===== config.mk =====
export PLATFORM = sky130hd
export DESIGN_NAME = cache_refill_writer
export DESIGN_NICKNAME = d
export VERILOG_FILES = /design/src/rtl/cache_refill_writer.sv
export SDC_FILE = /design/constraint.sdc
export NUM_CORES = 1
export LEC_CHECK = 0
export ABC_CLOCK_PERIOD_IN_PS = 1850
export CAP_MARGIN = 5
export CORE_MARGIN = 2
export CORE_UTILIZATION = 38
export CTS_CLUSTER_SIZE = 40
export DETAILED_ROUTE_END_ITERATION = 7
export GPL_TIMING_DRIVEN = 1
export PLACE_DENSITY = 0.79
export SETUP_SLACK_MARGIN = 0.4
export SYNTH_ARGS = -nofsm -noshare
export SYNTH_HDL_FRONTEND = slang
export SYNTH_SLANG_ARGS = --single-unit

===== constraint.sdc =====
create_clock -name clk -period 1.85 [get_ports clk]
set_clock_uncertainty 0.1 [all_clocks]
set_input_delay 0.2775 -clock clk [delete_from_list [all_inputs] [get_ports clk]]
set_output_delay 0.2775 -clock clk [all_outputs]
set_load 0.01 [all_outputs]

===== src/rtl/cache_refill_writer.sv =====
// cache_refill_writer
//   Refill engine for the cache data array. A line-refill request (line index
//   plus critical-word offset) is turned into one wrapping burst read on the
//   memory side. Every returned beat is written straight into port A of the
//   data RAM in the same cycle it is accepted. The critical word (first beat)
//   is also forwarded to the pipeline as a registered one-cycle pulse.
//
// Ports
//   clk, rst           : clock and synchronous active-high reset
//   req_valid/ready    : refill request handshake (ready only while idle)
//   req_index/offset   : line to refill and critical-word offset
//   mem_ar*            : burst request (index + wrapping start offset)
//   mem_r*             : returned beats (rready only while collecting data)
//   ram_en/we/addr/din : data RAM port A write strobe, {line, word} address
//   crit_valid/data    : critical word, one cycle after its beat arrives
//   refill_done/err    : completion pulse, err flags an rlast mismatch
module cache_refill_writer #(
  parameter int DATA_WIDTH     = 32,
  parameter int WORDS_PER_LINE = 8,
  parameter int LINE_NUM       = 16,
  localparam int OFF_W         = $clog2(WORDS_PER_LINE),
  localparam int IDX_W         = $clog2(LINE_NUM),
  localparam int ADDR_W        = IDX_W + OFF_W
) (
  input  logic                  clk,
  input  logic                  rst,
  input  logic                  req_valid,
  output logic                  req_ready,
  input  logic [IDX_W-1:0]      req_index,
  input  logic [OFF_W-1:0]      req_offset,
  output logic                  mem_arvalid,
  input  logic                  mem_arready,
  output logic [IDX_W-1:0]      mem_arindex,
  output logic [OFF_W-1:0]      mem_aroffset,
  input  logic                  mem_rvalid,
  output logic                  mem_rready,
  input  logic [DATA_WIDTH-1:0] mem_rdata,
  input  logic                  mem_rlast,
  output logic                  ram_en,
  output logic                  ram_we,
  output logic [ADDR_W-1:0]     ram_addr,
  output logic [DATA_WIDTH-1:0] ram_din,
  output logic                  crit_valid,
  output logic [DATA_WIDTH-1:0] crit_data,
  output logic                  refill_done,
  output logic                  refill_err
);

  typedef enum logic [1:0] {
    ST_IDLE,
    ST_ADDR,
    ST_DATA,
    ST_DONE
  } state_t;

  localparam logic [OFF_W-1:0] LAST_CNT = OFF_W'(WORDS_PER_LINE - 1);

  state_t                state_reg, state_next;
  logic [IDX_W-1:0]      idx_reg, idx_next;
  logic [OFF_W-1:0]      off_reg, off_next;
  logic [OFF_W-1:0]      cnt_reg, cnt_next;
  logic                  err_reg, err_next;
  logic                  crit_valid_reg, crit_valid_next;
  logic [DATA_WIDTH-1:0] crit_data_reg, crit_data_next;

  // OFF_W-bit sum wraps naturally inside the line.
  logic [OFF_W-1:0]      wr_off;
  logic                  is_last_beat;

  assign wr_off       = off_reg + cnt_reg;
  assign is_last_beat = (cnt_reg == LAST_CNT);

  always_ff @(posedge clk) begin
    if (rst) begin
      state_reg      <= ST_IDLE;
      idx_reg        <= '0;
      off_reg        <= '0;
      cnt_reg        <= '0;
      err_reg        <= 1'b0;
      crit_valid_reg <= 1'b0;
      crit_data_reg  <= '0;
    end else begin
      state_reg      <= state_next;
      idx_reg        <= idx_next;
      off_reg        <= off_next;
      cnt_reg        <= cnt_next;
      err_reg        <= err_next;
      crit_valid_reg <= crit_valid_next;
      crit_data_reg  <= crit_data_next;
    end
  end

  always_comb begin
    state_next      = state_reg;
    idx_next        = idx_reg;
    off_next        = off_reg;
    cnt_next        = cnt_reg;
    err_next        = err_reg;
    crit_valid_next = 1'b0;
    crit_data_next  = crit_data_reg;

    req_ready   = 1'b0;
    mem_arvalid = 1'b0;
    mem_rready  = 1'b0;
    ram_en      = 1'b0;
    ram_we      = 1'b0;
    refill_done = 1'b0;
    refill_err  = 1'b0;

    case (state_reg)
      ST_IDLE: begin
        req_ready = 1'b1;
        if (req_valid) begin
          idx_next   = req_index;
          off_next   = req_offset;
          cnt_next   = '0;
          err_next   = 1'b0;
          state_next = ST_ADDR;
        end
      end

      ST_ADDR: begin
        mem_arvalid = 1'b1;
        if (mem_arready) begin
          state_next = ST_DATA;
        end
      end

      ST_DATA: begin
        mem_rready = 1'b1;
        if (mem_rvalid) begin
          // Beat goes to the RAM this very cycle; no write pipeline.
          ram_en   = 1'b1;
          ram_we   = 1'b1;
          cnt_next = cnt_reg + 1'b1;
          if (cnt_reg == '0) begin
            crit_valid_next = 1'b1;
            crit_data_next  = mem_rdata;
          end
          // rlast must appear exactly on the final beat; anything else is
          // recorded, but the line is still filled with the full beat count.
          if (mem_rlast != is_last_beat) begin
            err_next = 1'b1;
          end
          if (is_last_beat) begin
            state_next = ST_DONE;
          end
        end
      end

      ST_DONE: begin
        // One dead cycle so port-B readers see the finished line before the
        // next refill can start.
        refill_done = 1'b1;
        refill_err  = err_reg;
        state_next  = ST_IDLE;
      end

      default: begin
        state_next = ST_IDLE;
      end
    endcase
  end

  assign mem_arindex  = idx_reg;
  assign mem_aroffset = off_reg;
  assign ram_addr     = {idx_reg, wr_off};
  assign ram_din      = mem_rdata;
  assign crit_valid   = crit_valid_reg;
  assign crit_data    = crit_data_reg;

endmodule

* Word-level counts from Yosys, hierarchy flattened
Index checks and enable logic that the tools add are counted.
** Operators by class
- Add/sub/neg operators :: 2
- Equal/unequal tests :: 10
- Multiplexer cells :: 20
- Bitwise gates (word level) :: 2
- Reductions and logical operators :: 9
** Operators with widths (count)
- 1-bit two-way mux :: 11
- 2-bit != test, second input constant :: 5
- 2-bit two-way mux :: 4
- 2-bit one-hot mux with 4 select lines :: 1
- 4-bit AND reduction :: 2
- 3-bit two-way mux :: 2
- 3-bit one-hot mux with 2 select lines :: 1
- 3-bit AND reduction :: 2
- 2-bit equality test, second input constant :: 2
- 3-bit by 1-bit adder with 3-bit output, second input constant :: 1
- 3-bit adder :: 1
- 3-bit equality test, second input constant :: 1
- 3-bit zero test :: 1
- 3-bit OR reduction :: 1
- 2-bit by 1-bit equality test with 1-bit output, second input constant :: 1
- 2-bit zero test :: 1
- 1-bit NOT :: 2
- 1-bit one-hot mux with 2 select lines :: 1
- 2-bit AND reduction :: 1
- 2-bit nonzero test :: 1
- 1-bit != test :: 1
** Storage, ports and cells
- Flip-flop bits (word level) :: 46
- Bits of input ports :: 45
- Word-level logic and storage cells :: 50

* Depth between registers and ports, before layout
Gate-level depths: netlist (run 1).
- Depth in word-level cells :: 5
- Depth in mapped cells :: 8

* Least setup slack after synthesis (run 1)
No wires, ideal clock.
- Path kind :: reg2reg
- Start :: register state_reg[0]
- End :: register state_reg[0]
- Data arrival time :: 1.523 ns
- Data required time :: 1.678 ns
- Setup slack :: 0.156 ns
- Cell stages (with the launch flop) :: 7
- Path buffers :: 1
- Path through :: dfxtp_1 inv_1 ha_1 buf_6 nor2b_4 a2111oi_4 mux2i_1
** Between the ends
- Word-level cells in the longest chain between the ends :: 3
- Elaborated cells between the ends (all ways) :: 10
- Those cells by class :: eq/ne (7); mux (1); reduce/logical (2)
** Ends and longest elaborated chain
- start, declared :: RTL line 58 : state_t state_reg, state_next;
- start signal, assigned :: RTL line 83 : state_reg <= state_next;
- 2-bit equality test, or another cell as far along :: RTL line 110 : case (state_reg)
- 2-bit != test (no line)
- 4-bit AND reduction (no line)
Several ways; a longest one is shown, not always the timed one.
A chain may end at the register's enable or synchronous reset.

* Final worst setup path (run 1)
- Start :: register cnt_reg[0]
- End :: output ram_addr[2]
** Between the ends
- Word-level cells in the longest chain between the ends :: 1
** Ends and longest elaborated chain
- start, declared :: RTL line 61 : logic [OFF_W-1:0] cnt_reg, cnt_next;
- start signal, assigned :: RTL line 86 : cnt_reg <= cnt_next;
- 3-bit adder :: RTL line 70 : assign wr_off = off_reg + cnt_reg;
- end, declared :: RTL line 41 : output logic [ADDR_W-1:0] ram_addr,
Every way passes these cells.

==> metrics.yaml, run 1 <==
detailroute.via_count: 2309
final_area_sq_mm: 0.00445
clock_tree.htree_level_count: 2
port_buffers: 130
report.final.slew_viol_count: 0
yosysWarnings: 0
post-synth-top-count-cell: "sky130_fd_sc_hd__nand2_1"
sinks_on_clock_net: 46
largest_reg_flops: 32
wire_per_inst_um: 16.1
synth_cells: 267
multi_input_comb_area_sq_mm: 0.00151
wirelength_um: 7630
power_density_mw_per_mm2: 1030
io_pins: 131
seq_area_frac_synth_pct: 41.7
grt_overflow: 0
start_util_pct: 39.6
cts_tree: "built"
postSynth.asyncResetShare_pct: 0
period_share_pct: 109
synthesis.area_sq_mm: 0.00221
fmax_mhz: 496
filler_cell_count: 370
die_h_um: 80.2
synthToLayoutAreaGrowth_pct: 102
place.gp.congestion: 0.734
largest_net_degree_at_the_start_of_global_routing: 34
overall_power_of_the_completed_layout_uw: 4580
holdBufCountCts: 0
yosys.area.top_type: "sky130_fd_sc_hd__dfxtp_1"
syn_nets: 322
worstPathRequired_ns: 1.47
final_antenna_net_count: 0
vdd_drop_max_mv: 0.998
r2r_setup_slack_ns: 0.14
detail_route.first_pass.iterations: 4
first_pass_grt_wire_length_um: 11200
ys_top_cells_by_count: "sky130_fd_sc_hd__nand2_1, sky130_fd_sc_hd__dfxtp_1, sky130_fd_sc_hd__buf_4"
yosys.cell_types.count: 28
type_of_the_setup_path_with_the_least_slack: "register to output pin"
max_slew.worst_pin.slew_ns: 0.556
worstHoldPathType: "register to register"
synth_top_flop_cell: "sky130_fd_sc_hd__dfxtp_1"
regArea_sq_um: 933
outcome: "finished with violations"
cts_buffers: 5
antenna_cells_inserted: 0
setup_viol_count_final: 1
post_detail_place_hpwl_um: 4250
cellLeakagePower_uw: 0.00200
synth_top_area_share_pct: 41.7
layout.core_utilization_pct: 79.9
number_of_violations_of_the_max_capacitance_limit: 0
chipWidth_um: 80.2
clk_pin_slew_worst_paths_ns: 0.09
drt_iter0_markers: 56
synth-seq-cells: 46
hold-worst-slack_ns: 0.365
fp.dieArea_sq_mm: 0.00643
routed_via_density: 4.87
failing_checks: "setup timing"
antenna_found_initial: 0
timing.critical_path.to_type: "output pin"
rsz_0062_raised_after_global_routing: "yes"
time_the_final_worst_path_needs_with_i_o_delays_and_setup_ns: 2.02
finish.net_count: 456
finalHoldViolations: 0
ys_top_cells_by_area: "sky130_fd_sc_hd__dfxtp_1, sky130_fd_sc_hd__buf_4, sky130_fd_sc_hd__nand2_1"
synth_enable_flop_cells: 0
drive_above_1_share_pct: 49.0
grt_util_all_layers_pct: 22.4
clockRootBuffer: "sky130_fd_sc_hd__clkbuf_8"
post_dp_cell_area_sq_mm: 0.00337
nature_of_the_critical_path_startpoint: "register"
grt_pass1_vias: 2303
cts_buffer_depth: 2
placement_rows: 27
relSlewSlack_pct: 62.9
worst_ep_arrival_ns: 1.64
worst_skew_pair.late_latency_ns: 0.29
worst_slack_ns: -0.167
number_of_remaining_drc_errors: 0
cp_max_fo: 2
syn-mean-instance-area_sq_um: 8.27
core-area_sq_mm: 0.00557
critical path, cell delays in order, from the launching register on:
cell and delay [ns]:
sky130_fd_sc_hd__dfxtp_2 0.35, sky130_fd_sc_hd__ha_4 0.16, sky130_fd_sc_hd__fa_2 0.37, sky130_fd_sc_hd__xnor2_2 0.18
sky130_fd_sc_hd__xnor2_2 0.12, sky130_fd_sc_hd__buf_2 0.16
cell type report:
class                   instances  share of cell area, %
repair buffers                180                   40.0
multi-input cells             161                   33.9
flip-flops and latches         46                   21.0
well taps                      72                   2.02
clock buffers                   7                   1.71
inverters                       7                  0.759
clock inverters                 1                  0.675
power by group:
group / internal, uW / leakage (uW) / switching, uW / total [uW]
Clock: 405 / 0.0000524 / 339 / 744
Combinational: 1400 / 0.00157 / 1150 / 2550
Sequential: 1150 / 0.000376 / 133 / 1280
Total: 2950 / 0.00200 / 1620 / 4580
repair_timing:
item,4_1_cts,5_1_grt
buffers inserted,23,7
setup endpoints to repair,125,67
gates resized for setup,273,82
gates cloned,6,2
pin swaps,57,35
final timing paths:
check / from / to / depth (start not counted)
setup reg to reg: state_reg[0]$_SDFFE_PP0P_ / crit_data[3]$_SDFFE_PP0P_ / 9
hold reg to reg: crit_data[18]$_SDFFE_PP0P_ / crit_data[18]$_SDFFE_PP0P_ / 2
setup / recovery: cnt_reg[0]$_SDFFE_PP0P_ / ram_addr[2] / 5
hold / removal: crit_data[18]$_SDFFE_PP0P_ / crit_data[18]$_SDFFE_PP0P_ / 2
cells by family (layout without fill, tap and decap cells):
group | after synthesis | after routing | share of synthesized area (%)
and+or+nand+nor | 98 | 98 | 19.1
buffers and inverters | 60 | 195 | 17.8
xor gates and xnor gates | 3 | 3 | 1.19
adders and majority gates | 10 | 10 | 6.01
muxes | 2 | 2 | 0.907
DFF | 46 | 46 | 41.7
AOI/OAI and AO/OA | 48 | 48 | 13.3
stage by stage:
step	worst slack (ns)	TNS (ns)	instances
2_1_floorplan	0.264	0	267
3_3_place_gp	-0.232	-0.299	428
3_5_place_dp	-0.271	-0.350	428
4_1_cts	-0.203	-0.203	465
5_1_grt	-0.213	-0.221	474
6_report	-0.167	-0.167	474
routing by layer:
layer / vias to the layer above / global-route usage [%] / part of all wire (%)
met5: - / 0 / 0
met4: 0 / 4.58 / 0.96
met3: 9 / 5.62 / 8.1
met2: 110 / 43.3 / 53
met1: 1092 / 24.4 / 38
li1: 1098 / - / -
cells in the final DEF, fill, tap and decap left out, types with 3 or more instances in the layout:
| cell type | instances |
|---|---|
| sky130_fd_sc_hd__clkbuf_2 | 11 |
| sky130_fd_sc_hd__inv_1 | 3 |
| sky130_fd_sc_hd__nand2_4 | 37 |
| sky130_fd_sc_hd__nand2_1 | 28 |
| sky130_fd_sc_hd__ha_4 | 6 |
| sky130_fd_sc_hd__clkdlybuf4s50_1 | 44 |
| sky130_fd_sc_hd__buf_2 | 3 |
| sky130_fd_sc_hd__nor2_4 | 3 |
| sky130_fd_sc_hd__nand2_2 | 13 |
| sky130_fd_sc_hd__clkdlybuf4s15_1 | 6 |
| sky130_fd_sc_hd__a21oi_2 | 32 |
| sky130_fd_sc_hd__buf_8 | 3 |
| sky130_fd_sc_hd__dlygate4sd2_1 | 58 |
| sky130_fd_sc_hd__a21oi_1 | 7 |
| sky130_fd_sc_hd__dfxtp_2 | 4 |
| sky130_fd_sc_hd__dfxtp_1 | 40 |
| sky130_fd_sc_hd__clkbuf_8 | 5 |
| sky130_fd_sc_hd__buf_12 | 4 |
| sky130_fd_sc_hd__buf_6 | 32 |
| sky130_fd_sc_hd__clkbuf_16 | 3 |
| sky130_fd_sc_hd__xnor2_2 | 3 |
| sky130_fd_sc_hd__nand3_1 | 7 |
| sky130_fd_sc_hd__o32ai_2 | 3 |
| sky130_fd_sc_hd__buf_4 | 15 |
| sky130_fd_sc_hd__ha_1 | 3 |
Power figures use the tool's default switching activity.
==> inputs of run 2 (changes only) <==
CTS_CLUSTER_DIAMETER = 50   (was not set)
CTS_CLUSTER_SIZE = not set   (was 40)
==> results of run 2 <==
The final DEF is identical to that of run 1; final timing and power are the same.
==> inputs of run 3 (changes only) <==
CTS_CLUSTER_DIAMETER = not set   (was 50)
GPL_TIMING_DRIVEN = not set   (was 1)
==> results of run 3 <==
The final DEF is identical to that of run 1; final timing and power are the same.
